$ cat src/rtl/fetch_unit.sv
// fetch_unit: PC, ROM addressing and prefetch queue feeding decode.
// Optional self-loop halt is built when `FETCH_HALT_EN is defined.
`ifndef PROG_WIDTH
`define PROG_WIDTH 12
`endif

module fetch_unit #(
  parameter int QDEPTH = 2,
  parameter int PC_W   = 4
) (
  input  logic                   clk,
  input  logic                   n_reset,
  output logic [PC_W-1:0]        rom_addr,
  input  logic [`PROG_WIDTH-1:0] rom_data,
  input  logic                   redirect_valid,
  input  logic [PC_W-1:0]        redirect_addr,
  output logic                   ir_valid,
  input  logic                   ir_ready,
  output logic [`PROG_WIDTH-1:0] ir,
  output logic [PC_W-1:0]        ir_pc,
  output logic                   halted
);
  localparam int IW = `PROG_WIDTH;
  localparam int AW = $clog2(QDEPTH);
  localparam int CW = AW + 1;
  localparam logic [CW-1:0] FULL = CW'(QDEPTH);

  logic [PC_W-1:0] r_pc;
  logic [CW-1:0]   r_cnt;
  logic [AW-1:0]   r_rd;
  logic [AW-1:0]   r_wr;
  logic [IW-1:0]   r_ir_q [QDEPTH];
  logic [PC_W-1:0] r_pc_q [QDEPTH];

  logic w_pop;
  logic w_fetch;
  logic w_halt;
  logic w_self_loop;

`ifdef FETCH_HALT_EN
  logic r_halted;

  assign w_halt      = r_halted;
  assign w_self_loop = (rom_data[IW-1:IW-4] == 4'hF)
                     && (rom_data[PC_W-1:0] == r_pc);

  always_ff @(posedge clk or negedge n_reset) begin
    if (!n_reset)
      r_halted <= 1'b0;
    else if (redirect_valid)
      r_halted <= 1'b0;
    else if (w_fetch && w_self_loop)
      r_halted <= 1'b1;
  end
`else
  assign w_halt      = 1'b0;
  assign w_self_loop = 1'b0;
`endif

  assign halted   = w_halt;
  assign rom_addr = r_pc;
  assign ir_valid = (r_cnt != '0);
  assign w_pop    = ir_valid & ir_ready;
  assign w_fetch  = !redirect_valid && !w_halt
                  && ((r_cnt < FULL) || w_pop);

  // Head comes from registered storage only; forced to zero when empty.
  assign ir    = ir_valid ? r_ir_q[r_rd] : '0;
  assign ir_pc = ir_valid ? r_pc_q[r_rd] : '0;

  always_ff @(posedge clk or negedge n_reset) begin
    if (!n_reset) begin
      r_pc  <= '0;
      r_cnt <= '0;
      r_rd  <= '0;
      r_wr  <= '0;
      for (int i = 0; i < QDEPTH; i++) begin
        r_ir_q[i] <= '0;
        r_pc_q[i] <= '0;
      end
    end else if (redirect_valid) begin
      r_pc  <= redirect_addr;
      r_cnt <= '0;
      r_rd  <= '0;
      r_wr  <= '0;
    end else begin
      if (w_pop)
        r_rd <= r_rd + AW'(1);
      if (w_fetch) begin
        r_ir_q[r_wr] <= rom_data;
        r_pc_q[r_wr] <= r_pc;
        r_wr         <= r_wr + AW'(1);
        if (!w_self_loop)
          r_pc <= r_pc + PC_W'(1);
      end
      r_cnt <= r_cnt + CW'(w_fetch) - CW'(w_pop);
    end
  end

endmodule

$ cat config.mk
export PLATFORM = sky130hd
export DESIGN_NAME = fetch_unit
export DESIGN_NICKNAME = d
export VERILOG_FILES = /design/src/rtl/fetch_unit.sv
export SDC_FILE = /design/constraint.sdc
export NUM_CORES = 1
export LEC_CHECK = 0
export ABC_AREA = 1
export BUFFER_PORTS_ARGS = -buffer_cell sky130_fd_sc_hd__buf_2
export CELL_PAD_IN_SITES_DETAIL_PLACEMENT = 1
export CELL_PAD_IN_SITES_GLOBAL_PLACEMENT = 2
export CORE_MARGIN = 2
export CORE_UTILIZATION = 33
export DETAILED_ROUTE_END_ITERATION = 8
export PLACE_DENSITY_LB_ADDON = 0.1
export SYNTH_ARGS = -nofsm -noshare
export SYNTH_HDL_FRONTEND = slang
export SYNTH_SLANG_ARGS = --single-unit
$ cat constraint.sdc
create_clock -name clk -period 2.6 [get_ports clk]
set_input_delay 0.52 -clock clk [delete_from_list [all_inputs] [get_ports clk]]
set_output_delay 0.52 -clock clk [all_outputs]
set_load 0.02 [all_outputs]
==> load_flow_metrics.sql <==
INSERT INTO impl_metrics (metric_group, metric, value, unit) VALUES
('run_status', 'outcome', 'finished, final reports clean', ''),
('setup_path', 'reg2reg_from', 'r_cnt[1]', ''),
('timing', 'tightest_slew', '939', 'ps'),
('power', 'power_density', '1200', 'mW/mm²'),
('setup_path', 'worst_setup_path_end_kind', 'output port', ''),
('setup_path', 'crit-reg2reg-capture', 'r_cnt[0]', ''),
('clock_tree', 'cts_resized', '0', ''),
('route', 'dr_total_vias', '1799', ''),
('layout', 'flow.area_growth_from_synthesis', '17.3', '%'),
('hold_path', 'worst_hold_path_type', 'input port to asynchronous set/reset pin', ''),
('global_route', 'grt_usage', '0.179', ''),
('clock_tree', 'tritoncts_buffer_count', '5', ''),
('timing', 'final.setup_skew', '10.8', 'ps'),
('run', 'cap_violations', '0', ''),
('timing', 'finalSetupViolCount', '0', ''),
('global_route', 'grt_first_pass_wirelength', '9.07', 'mm'),
('die', 'initial_core_util', '0.342', ''),
('global_route', 'initial_antenna_violation_count', '0', ''),
('timing', 'fin_crit', '2220', 'ps'),
('logic_synthesis', 'synth_cell_type_count', '23', ''),
('timing', 'slew_headroom', '0.374', ''),
('timing', 'hold_viol', '0', ''),
('clock_tree', 'cts_max_path_bufs', '2', ''),
('timing', 'rsz_0062_raised_after_global_routing', 'no', ''),
('placed_design', 'place_area', '0.00227', 'mm²'),
('route', 'antenna_violating_nets_post_route', '0', ''),
('global_route', 'grt_max_degree', '41', ''),
('placed_design', 'place.port_buffers', '40', ''),
('setup_path', 'worstPathMaxFanout', '16', ''),
('clock_tree', 'clock_sinks', '40', ''),
('clock_tree', 'cts.reportedPaths.clkPinSlew', '90', 'ps'),
('placed_design', 'dp.final_hpwl', '3.62', 'mm'),
('logic_synthesis', 'netlist.area_leader.share', '0.492', ''),
('logic_synthesis', 'syn-mean-instance-area', '7.86', 'µm²'),
('clock_tree', 'cts.root.buffer_cell', 'sky130_fd_sc_hd__clkbuf_8', ''),
('logic_synthesis', 'synth_area_leaders', 'sky130_fd_sc_hd__dfrtp_1 (49%), sky130_fd_sc_hd__nand2_1 (21%), sky130_fd_sc_hd__nand4_1 (5.5%), sky130_fd_sc_hd__nand3_1 (4.9%), sky130_fd_sc_hd__a21oi_1 (4.2%)', ''),
('logic_synthesis', 'synth-warning-count', '0', ''),
('die', 'die_width', '82.5', 'µm'),
('power', 'power.leakage', '1.29', 'nW'),
('die', 'std_cell_rows', '28', ''),
('layout', 'final-seq-area', '0.00100', 'mm²'),
('die', 'chipHeight', '82.5', 'µm'),
('global_route', 'gr-total-overflow', '0', ''),
('layout', 'fill_cell_count', '785', ''),
('logic_synthesis', 'synth_largest_area_cell', 'sky130_fd_sc_hd__dfrtp_1', ''),
('power', 'final_power', '2.87', 'mW'),
('route', 'drc', '0', ''),
('power', 'ir_drop', '0.000388', 'V'),
('clock_tree', 'worst_skew_pair.late_latency', '300', 'ps'),
('setup_path', 'critical_path_type', 'register to output port', ''),
('clock_tree', 'hold_buffers', '0', ''),
('setup_path', 'setup.reg_to_reg.worst_slack', '770', 'ps'),
('setup_path', 'worst_setup_path_start_kind', 'register', ''),
('route', 'avgRoutedWirePerCell', '14.7', 'µm'),
('layout', 'final_nets', '318', ''),
('logic_synthesis', 'synth.ff_latch_count', '40', ''),
('timing', 'timing.setup.tns', '0', 'ps'),
('die', 'placeableCoreArea', '0.00596', 'mm²'),
('layout', 'combined_area_of_the_multi_input_logic_cells', '887', 'µm²'),
('logic_synthesis', 'syn_inst', '259', ''),
('timing', 'timing.fmax', '450', 'MHz'),
('logic_synthesis', 'syn-num-nets', '282', ''),
('logic_synthesis', 'synth_area', '0.00203', 'mm²'),
('route', 'drtIter0Drc', '64', ''),
('die', 'die_footprint', '0.00681', 'mm²'),
('route', 'dr.pass1.iters', '4', ''),
('clock_tree', 'cts_htree_levels', '2', ''),
('layout', 'antenna-diode-count', '0', ''),
('layout', 'layout-drive-gt1-share', '0.206', ''),
('layout', 'post-route-cell-area', '0.00239', 'mm²'),
('timing', 'maxSlewViolCount', '0', ''),
('logic_synthesis', 'yosysSeqAreaShare', '0.492', ''),
('route', 'vias_per_cell', '4.85', ''),
('setup_path', 'cp.arrival', '1700', 'ps'),
('clock_tree', 'cts_tree', 'yes', ''),
('global_route', 'vias_in_the_first_global_route', '1847', ''),
('die', 'boundaryPins', '42', ''),
('setup_path', 'timing.reg2reg.worst_path_depth', '10', ''),
('timing', 'layout_worst_path_cycle_share', '0.854', ''),
('route', 'wl', '5.46', 'mm'),
('clock_tree', 'post-cts-setup-buffer-count', '0', ''),
('setup_path', 'required', '2080', 'ps'),
('placed_design', 'gpl.final_weighted_congestion', '0.741', '');
## kinds of logic after synthesis
group	Yosys count	share of synthesized area
DFF	40	0.492
and+or+nand+nor	161	0.355
other	1	0.00184
buffers and inverters	30	0.0720
AOI/OAI and AO/OA	23	0.0566
adders and majority gates	3	0.0185
xor gates and xnor gates	1	0.00431
## through the flow
stage / hold slack [ps] / utilization / std cells / setup slack, ps
global route: 428 / 0.401 / 371 / 243
CTS: 387 / 0.401 / 371 / 331
detailed placement: 458 / 0.382 / 363 / 654
floorplan: 224 / - / 259 / 650
global placement: 454 / 0.382 / 363 / 694
finish: 366 / 0.401 / 371 / 379
## report_power, final
part           switching, mW  leakage [nW]  total [mW]  internal, mW
clock                  0.234        0.0548       0.523         0.289
combinational          0.854         0.741        1.26         0.402
sequential             0.193         0.499        1.09         0.896
## how the worst max path moves through the flow
stage	startpoint	to	cells past startpoint
after floorplan	redirect_valid	r_cnt[0]	9
after global placement	r_cnt[1]	ir_pc[0]	5
after detailed placement	r_cnt[1]	ir_pc[0]	5
after CTS	r_cnt[1]	ir_pc[0]	5
after global routing	r_cnt[1]	ir_pc[0]	5
final	r_cnt[1]	ir[2]	5
## layout make-up
class	count	area share
Timing Repair Buffer	45	0.0996
Tap cell	75	0.0393
Multi-Input combinational cell	189	0.372
Clock inverter	3	0.0194
Sequential cell	40	0.419
Inverter	14	0.0220
Clock buffer	5	0.0288
## sequential cells by signal (all words and copies together), names as in the netlist
name      flops
r_rd          1
rom_addr      4
r_cnt         2
r_ir_q       24
r_wr          1
r_pc_q        8
## critical path, stage by stage (launching register included)
cell and delay [ps]:
sky130_fd_sc_hd__dfrtp_1 460, sky130_fd_sc_hd__inv_1 100, sky130_fd_sc_hd__nand2_2 80, sky130_fd_sc_hd__inv_1 450, sky130_fd_sc_hd__a21oi_1 120, sky130_fd_sc_hd__buf_2 200
## synth_stat cells
master                     instances
sky130_fd_sc_hd__a21oi_1          17
sky130_fd_sc_hd__nor2_1            3
sky130_fd_sc_hd__nand4_1          18
sky130_fd_sc_hd__nand2_1         113
sky130_fd_sc_hd__nor2_2            1
sky130_fd_sc_hd__nand2_2           1
sky130_fd_sc_hd__inv_2             1
sky130_fd_sc_hd__inv_1            12
sky130_fd_sc_hd__nand3_2           1
sky130_fd_sc_hd__buf_1             2
sky130_fd_sc_hd__clkbuf_1          5
sky130_fd_sc_hd__buf_4             4
sky130_fd_sc_hd__conb_1            1
sky130_fd_sc_hd__ha_1              3
sky130_fd_sc_hd__o21ai_0           6
sky130_fd_sc_hd__xor2_1            1
sky130_fd_sc_hd__nand3_4           1
sky130_fd_sc_hd__nand2_4           3
sky130_fd_sc_hd__clkinv_1          1
sky130_fd_sc_hd__nand3_1          20
sky130_fd_sc_hd__buf_2             3
sky130_fd_sc_hd__dfrtp_1          40
sky130_fd_sc_hd__buf_6             2
## cells in the final DEF, fill, tap and decap left out, types with 3 or more instances in the layout
cell type | netlist | routed
sky130_fd_sc_hd__a21oi_1 | 17 | 17
sky130_fd_sc_hd__nand4_1 | 18 | 18
sky130_fd_sc_hd__nor2_1 | 3 | 3
sky130_fd_sc_hd__buf_4 | 4 | 5
sky130_fd_sc_hd__buf_2 | 3 | 40
sky130_fd_sc_hd__o21ai_0 | 6 | 6
sky130_fd_sc_hd__nand2_1 | 113 | 113
sky130_fd_sc_hd__nand3_1 | 20 | 20
sky130_fd_sc_hd__ha_1 | 3 | 3
sky130_fd_sc_hd__dfrtp_1 | 40 | 40
sky130_fd_sc_hd__clkbuf_8 | 0 | 5
sky130_fd_sc_hd__nand2_4 | 3 | 3
sky130_fd_sc_hd__inv_1 | 12 | 12
## routing by layer
layer | wire length [µm] | track usage
met1 | 2460 | 0.214
met2 | 2710 | 0.325
met3 | 226 | 0.0380
met4 | 53 | 0.0443
met5 | 0 | 0
(Power assumes the default switching activity.)
